File: config.mk
export PLATFORM = sky130hd
export DESIGN_NAME = sad_candidate_scanner
export DESIGN_NICKNAME = d
export VERILOG_FILES = /design/src/rtl/scanner_pkg.sv /design/src/rtl/abs_diff.sv /design/src/rtl/sad_candidate_scanner.sv
export SDC_FILE = /design/constraint.sdc
export NUM_CORES = 1
export LEC_CHECK = 0
export BUFFER_PORTS_ARGS = -buffer_cell sky130_fd_sc_hd__buf_2
export CORE_ASPECT_RATIO = 0.8
export CORE_UTILIZATION = 55
export DETAILED_ROUTE_END_ITERATION = 12
export PLACE_DENSITY = 0.88
export SYNTH_ARGS = -nofsm -noshare
export SYNTH_HDL_FRONTEND = slang
export SYNTH_SLANG_ARGS = --single-unit
File: constraint.sdc
create_clock -name Clk -period 2.9 [get_ports Clk]
set_input_delay 0.29 -clock Clk [delete_from_list [all_inputs] [get_ports Clk]]
set_output_delay 0.29 -clock Clk [all_outputs]
set_load 0.1 [all_outputs]
File: src/rtl/scanner_pkg.sv
// Shared types and constants for the SAD candidate scanner and its consumers.
package scanner_pkg;
  typedef enum logic [1:0] {IDLE, ACCUM, EMIT, DONE} state_e;

  localparam int OUT_VAL_W = 9;
  localparam int IDX_W = 16;
  localparam logic [OUT_VAL_W-1:0] SAT_MAX = 9'h0FF;
endpackage

File: src/rtl/abs_diff.sv
// Unsigned absolute difference of two pixels.
module abs_diff #(
  parameter int PIX_W = 8
) (
  input  logic [PIX_W-1:0] a_i,
  input  logic [PIX_W-1:0] b_i,
  output logic [PIX_W-1:0] diff_o
);
  assign diff_o = (a_i >= b_i) ? (a_i - b_i) : (b_i - a_i);
endmodule

File: src/rtl/sad_candidate_scanner.sv
// Accumulates a saturated SAD per candidate block and hands one registered
// (index, value, strobe) record per candidate to the minimum tracker.
module sad_candidate_scanner
  import scanner_pkg::*;
#(
  parameter int N_PIX = 4,
  parameter int PIX_W = 8
) (
  input  logic                 Clk,
  input  logic                 Rst_n,
  input  logic                 Start,
  input  logic [IDX_W-1:0]     NumCand,
  input  logic                 PixValid,
  input  logic [PIX_W-1:0]     PixA,
  input  logic [PIX_W-1:0]     PixB,
  output logic                 PixReady,
  output logic [IDX_W-1:0]     OutIndex,
  output logic [OUT_VAL_W-1:0] OutValue,
  output logic                 OutSignal,
  output logic                 Busy,
  output logic                 Done
);
  localparam int ACC_W  = PIX_W + $clog2(N_PIX + 1);
  localparam int PCNT_W = $clog2(N_PIX + 1);

  state_e                 state_q;
  logic [ACC_W-1:0]       acc_q;
  logic [PCNT_W-1:0]      pix_q;
  logic [IDX_W-1:0]       cand_q;
  logic [IDX_W-1:0]       numCand_q;
  logic                   pixReady_q;
  logic [IDX_W-1:0]       outIndex_q;
  logic [OUT_VAL_W-1:0]   outValue_q;
  logic                   outSignal_q;
  logic                   busy_q;
  logic                   done_q;

  logic [PIX_W-1:0]       diff;
  logic [ACC_W-1:0]       accSum_d;
  logic [OUT_VAL_W-1:0]   satValue_d;

  abs_diff #(.PIX_W(PIX_W)) u_abs_diff (
    .a_i    (PixA),
    .b_i    (PixB),
    .diff_o (diff)
  );

  // The saturated value is taken from the sum including the final pair, so the
  // record is ready to register on the same edge that transfers that pair.
  assign accSum_d   = acc_q + ACC_W'(diff);
  assign satValue_d = (accSum_d > ACC_W'(SAT_MAX)) ? SAT_MAX : OUT_VAL_W'(accSum_d);

  always_ff @(posedge Clk or negedge Rst_n) begin
    if (!Rst_n) begin
      state_q     <= IDLE;
      acc_q       <= '0;
      pix_q       <= '0;
      cand_q      <= '0;
      numCand_q   <= '0;
      pixReady_q  <= 1'b0;
      outIndex_q  <= '0;
      outValue_q  <= '0;
      outSignal_q <= 1'b0;
      busy_q      <= 1'b0;
      done_q      <= 1'b0;
    end else begin
      outSignal_q <= 1'b0;
      done_q      <= 1'b0;
      case (state_q)
        IDLE: begin
          if (Start) begin
            busy_q <= 1'b1;
            if (NumCand != '0) begin
              numCand_q  <= NumCand;
              acc_q      <= '0;
              pix_q      <= '0;
              cand_q     <= '0;
              pixReady_q <= 1'b1;
              state_q    <= ACCUM;
            end else begin
              done_q  <= 1'b1;
              state_q <= DONE;
            end
          end
        end
        ACCUM: begin
          if (PixValid) begin
            acc_q <= accSum_d;
            pix_q <= pix_q + PCNT_W'(1);
            if (pix_q == PCNT_W'(N_PIX - 1)) begin
              pixReady_q  <= 1'b0;
              outSignal_q <= 1'b1;
              outIndex_q  <= cand_q;
              outValue_q  <= satValue_d;
              state_q     <= EMIT;
            end
          end
        end
        EMIT: begin
          cand_q <= cand_q + IDX_W'(1);
          acc_q  <= '0;
          pix_q  <= '0;
          if (cand_q == numCand_q - IDX_W'(1)) begin
            done_q  <= 1'b1;
            state_q <= DONE;
          end else begin
            pixReady_q <= 1'b1;
            state_q    <= ACCUM;
          end
        end
        DONE: begin
          busy_q  <= 1'b0;
          state_q <= IDLE;
        end
        default: begin
          busy_q     <= 1'b0;
          pixReady_q <= 1'b0;
          state_q    <= IDLE;
        end
      endcase
    end
  end

  assign PixReady  = pixReady_q;
  assign OutIndex  = outIndex_q;
  assign OutValue  = outValue_q;
  assign OutSignal = outSignal_q;
  assign Busy      = busy_q;
  assign Done      = done_q;
endmodule

==> results.md <==
* Failing checks: setup timing
* CORE AREA at 8480 um^2
* Initial Util at 56.8%
* Total CTS buffers at 9
* Post-route insts no fill at 753
* Syn_nets at 587
* Post-synth EDFFs at 0
* Req. time, crit path at 3.15 ns
* Min Hold Slack at 0.0690 ns
* Total of max-cap violations at 0
* IO Pins at 65
* Synth Instances at 521
* Clock Tree Buf Depth at 2
* Die X at 107 um
* Root Buffer Master: clkbuf_8
* Grt total ovfl at 0
* Worst-skew pair later-pin latency at 0.36 ns
* Synth Flop Type: dfrtp_1
* Die Ht at 85.7 um
* H-tree Lvls at 3
* Worst Path Max Fanout at 8
* Worst EP arrival at 4.04 ns
* Clock skew at 0.0126 ns
* Max-slew headroom at 37.4%
* Antenna diode count at 0
* GPL Wtd Cong at 0.878
* Status: finished, violations left
* Number of port buffers at 64
* Pre-antenna DRT Iters at 8
* CTS clk-pin slew, worst paths at 0.09 ns
* Area growth from synthesis to layout at 25.2%
* Worst setup margin at -0.895 ns
* Cell area after synthesis at 4820 um^2
* Final Hold Vio Count at 0
* Placed Instance Area at 5650 um^2
* Remaining DRCs at 0
* DR vias at 4428
* Initial antenna violation count at 0
* First-pass GRT wire length at 20300 um
* Most frequent cells in the layout: dfrtp_1 (77), nand2_1 (72), buf_2 (62), buf_4 (56), nor2_1 (38)
* Crit Path Category: in2reg
* Via density per instance at 5.88
* HP Class: in2async
* Startpoint types: input port
* Synth Area per Inst at 9.25 um^2
* Layout cells sized above 1 at 28.7%
* FP Rows at 30
* Final HPWL DP at 8940 um
* Design Area, Final at 6030 um^2
* Setup TNS at -11.53 ns
* Fin nets at 702
* Largest net degree at the start of global routing at 78
* Tmin final at 3.79 ns
* Routed Antenna Nets at 0
* RSZ-0062 raised after global routing: true
* VDD IR-drop max at 1.07 mV
* FFs w/ async S/R, synth at 100%
* Worst Tran Pin Value at 0.939 ns
* Wirelength per Cell at 16.6 um
* Vias in the first global route at 4113
* YS warnings at 0
* Sink Count at 77
* Fillers at 590
* Power consumption at 5.97 mW
* WL final at 12500 um
* Distinct cells, synth at 66
* PD cells at 990 nW/um^2
* Critical Path Sink Type: flip-flop
* Sequential share of the synthesized area at 40.0%
* Pleak at 2.93 nW
* Final setup viols at 17
* Synthesized flop and latch total at 77
* CTS tree: built
* F_max at 0.264 GHz
* Final count of pins violating max slew at 0
* Fin crit share at 131%
* Die area at 9150 um^2
* Most common cell after layout, fill and taps aside: dfrtp_1
* Gr usage total at 28.3%
* Inst Count DP at 731
* Starting DRT DRC Count at 423
* Hold Buf Count CTS at 0
## cell families (layout without fill, tap and decap cells)
logic type / after synthesis / count (layout) / synth area share, %
simple gates: 180 / 180 / 19.0
compound gates: 117 / 117 / 15.8
flops: 77 / 77 / 40.0
buf+inv: 55 / 175 / 4.72
xor+xnor: 39 / 39 / 7.09
fa+ha+maj: 30 / 30 / 8.25
mux: 23 / 23 / 5.16
## layout make-up
class	count	area [um^2]	area share, %
Multi-Input combinational cell	389	2770	45.9
Sequential cell	77	1930	31.9
Timing Repair Buffer	122	793	13.1
Inverter	37	151	2.51
Tap cell	112	140	2.32
Clock inverter	7	128	2.11
Clock buffer	9	124	2.05
## worst paths after layout
check / from / to / slack (ns) / depth (start not counted)
hold / removal: Rst_n / OutIndex[15] / 0.07 / 1
setup reg to reg: numCand_q[0] / PixReady / 0.24 / 9
setup / recovery: PixA[0] / OutValue[3] / -0.89 / 20
hold reg to reg: OutIndex[13] / OutIndex[13] / 0.47 / 2
max in group asynchronous: Rst_n / acc_q[10] / 2.22 / 1
min in group Clk: NumCand[0] / numCand_q[0] / 0.17 / 3
## through the flow
step	setup slack, ns	utilization, %
floorplan	-0.780	-
global placement	-1.17	66.6
detailed placement	-1.35	66.6
CTS	-0.790	70.4
global route	-1.08	71.1
finish	-0.895	71.1
## Yosys cell counts, types with 2 or more instances
cell type  instances  area share [%]
a211oi_1           2            0.31
a21o_1             4            0.62
a21oi_1           33             3.4
a22o_1             6             1.1
a22oi_1            2            0.31
a31oi_1            3            0.39
and3_1             4            0.52
and3b_1            3            0.55
and4_1             2            0.36
buf_2              5            0.52
buf_6              2            0.47
clkbuf_1          11            0.86
dfrtp_1           77              40
fa_1               3             1.2
ha_1              27             7.0
inv_1             37             2.9
mux2_2            15             3.5
mux2i_1            8             1.7
nand2_1           72             5.6
nand2b_1           3            0.39
nand3_1           10             1.0
nand4_1            8             1.0
nand4_2            2            0.52
nor2_1            39             3.0
nor2b_1            2            0.26
nor3_1             5            0.52
nor4_1             7            0.91
o211ai_1           2            0.31
o21a_1             3            0.47
o21ai_0           31             3.2
o21ai_1            2            0.21
o21bai_2           2            0.47
o22a_1             8             1.5
o22ai_1            2            0.26
o31ai_1            2            0.31
o41ai_1            2            0.36
or3_1              8             1.0
or4_1              2            0.31
xnor2_1           24             4.4
xor2_1            15             2.7
## sequential cells by signal, summed over array words and instances (netlist names), 2 cells and up
signal     flops
OutValue       9
pix_q          3
cand_q        16
acc_q         11
OutIndex      16
state_q        2
numCand_q     16
## layer usage
metal | track usage, % | routed length, um | vias up
met3 | 5.02 | 919 | 36
met1 | 40.5 | 5610 | 2106
li1 | - | - | 2081
met5 | 0 | 0 | -
met4 | 9.22 | 334 | 0
met2 | 43.8 | 5650 | 205
## where the power goes
part	switching [mW]	total (mW)	internal, mW
Clock	0.439	1.03	0.587
Sequential	0.399	1.78	1.38
Combinational	1.94	3.17	1.23
## worst max-delay path, stage by stage
cell and delay, ns:
buf_12 0.11, inv_12 0.04, ha_4 0.11, inv_2 0.03, fa_2 0.34, a21oi_2 0.15, o21bai_2 0.10, a2111oi_4 0.33
o21bai_2 0.13, a21oi_4 0.18, buf_12 0.15, mux2i_2 0.23, xor2_1 0.19, ha_1 0.31, a21oi_2 0.19, o221ai_2 0.15
and3b_1 0.20, nor4_2 0.29, nand4_2 0.27, o22a_1 0.25
## repair_timing
action,CTS,global route
gates resized for setup,7,7
pin swaps,10,9
setup endpoints to repair,17,17
buffers inserted,3,3
No activity file was read; power rests on OpenSTA's default activity.
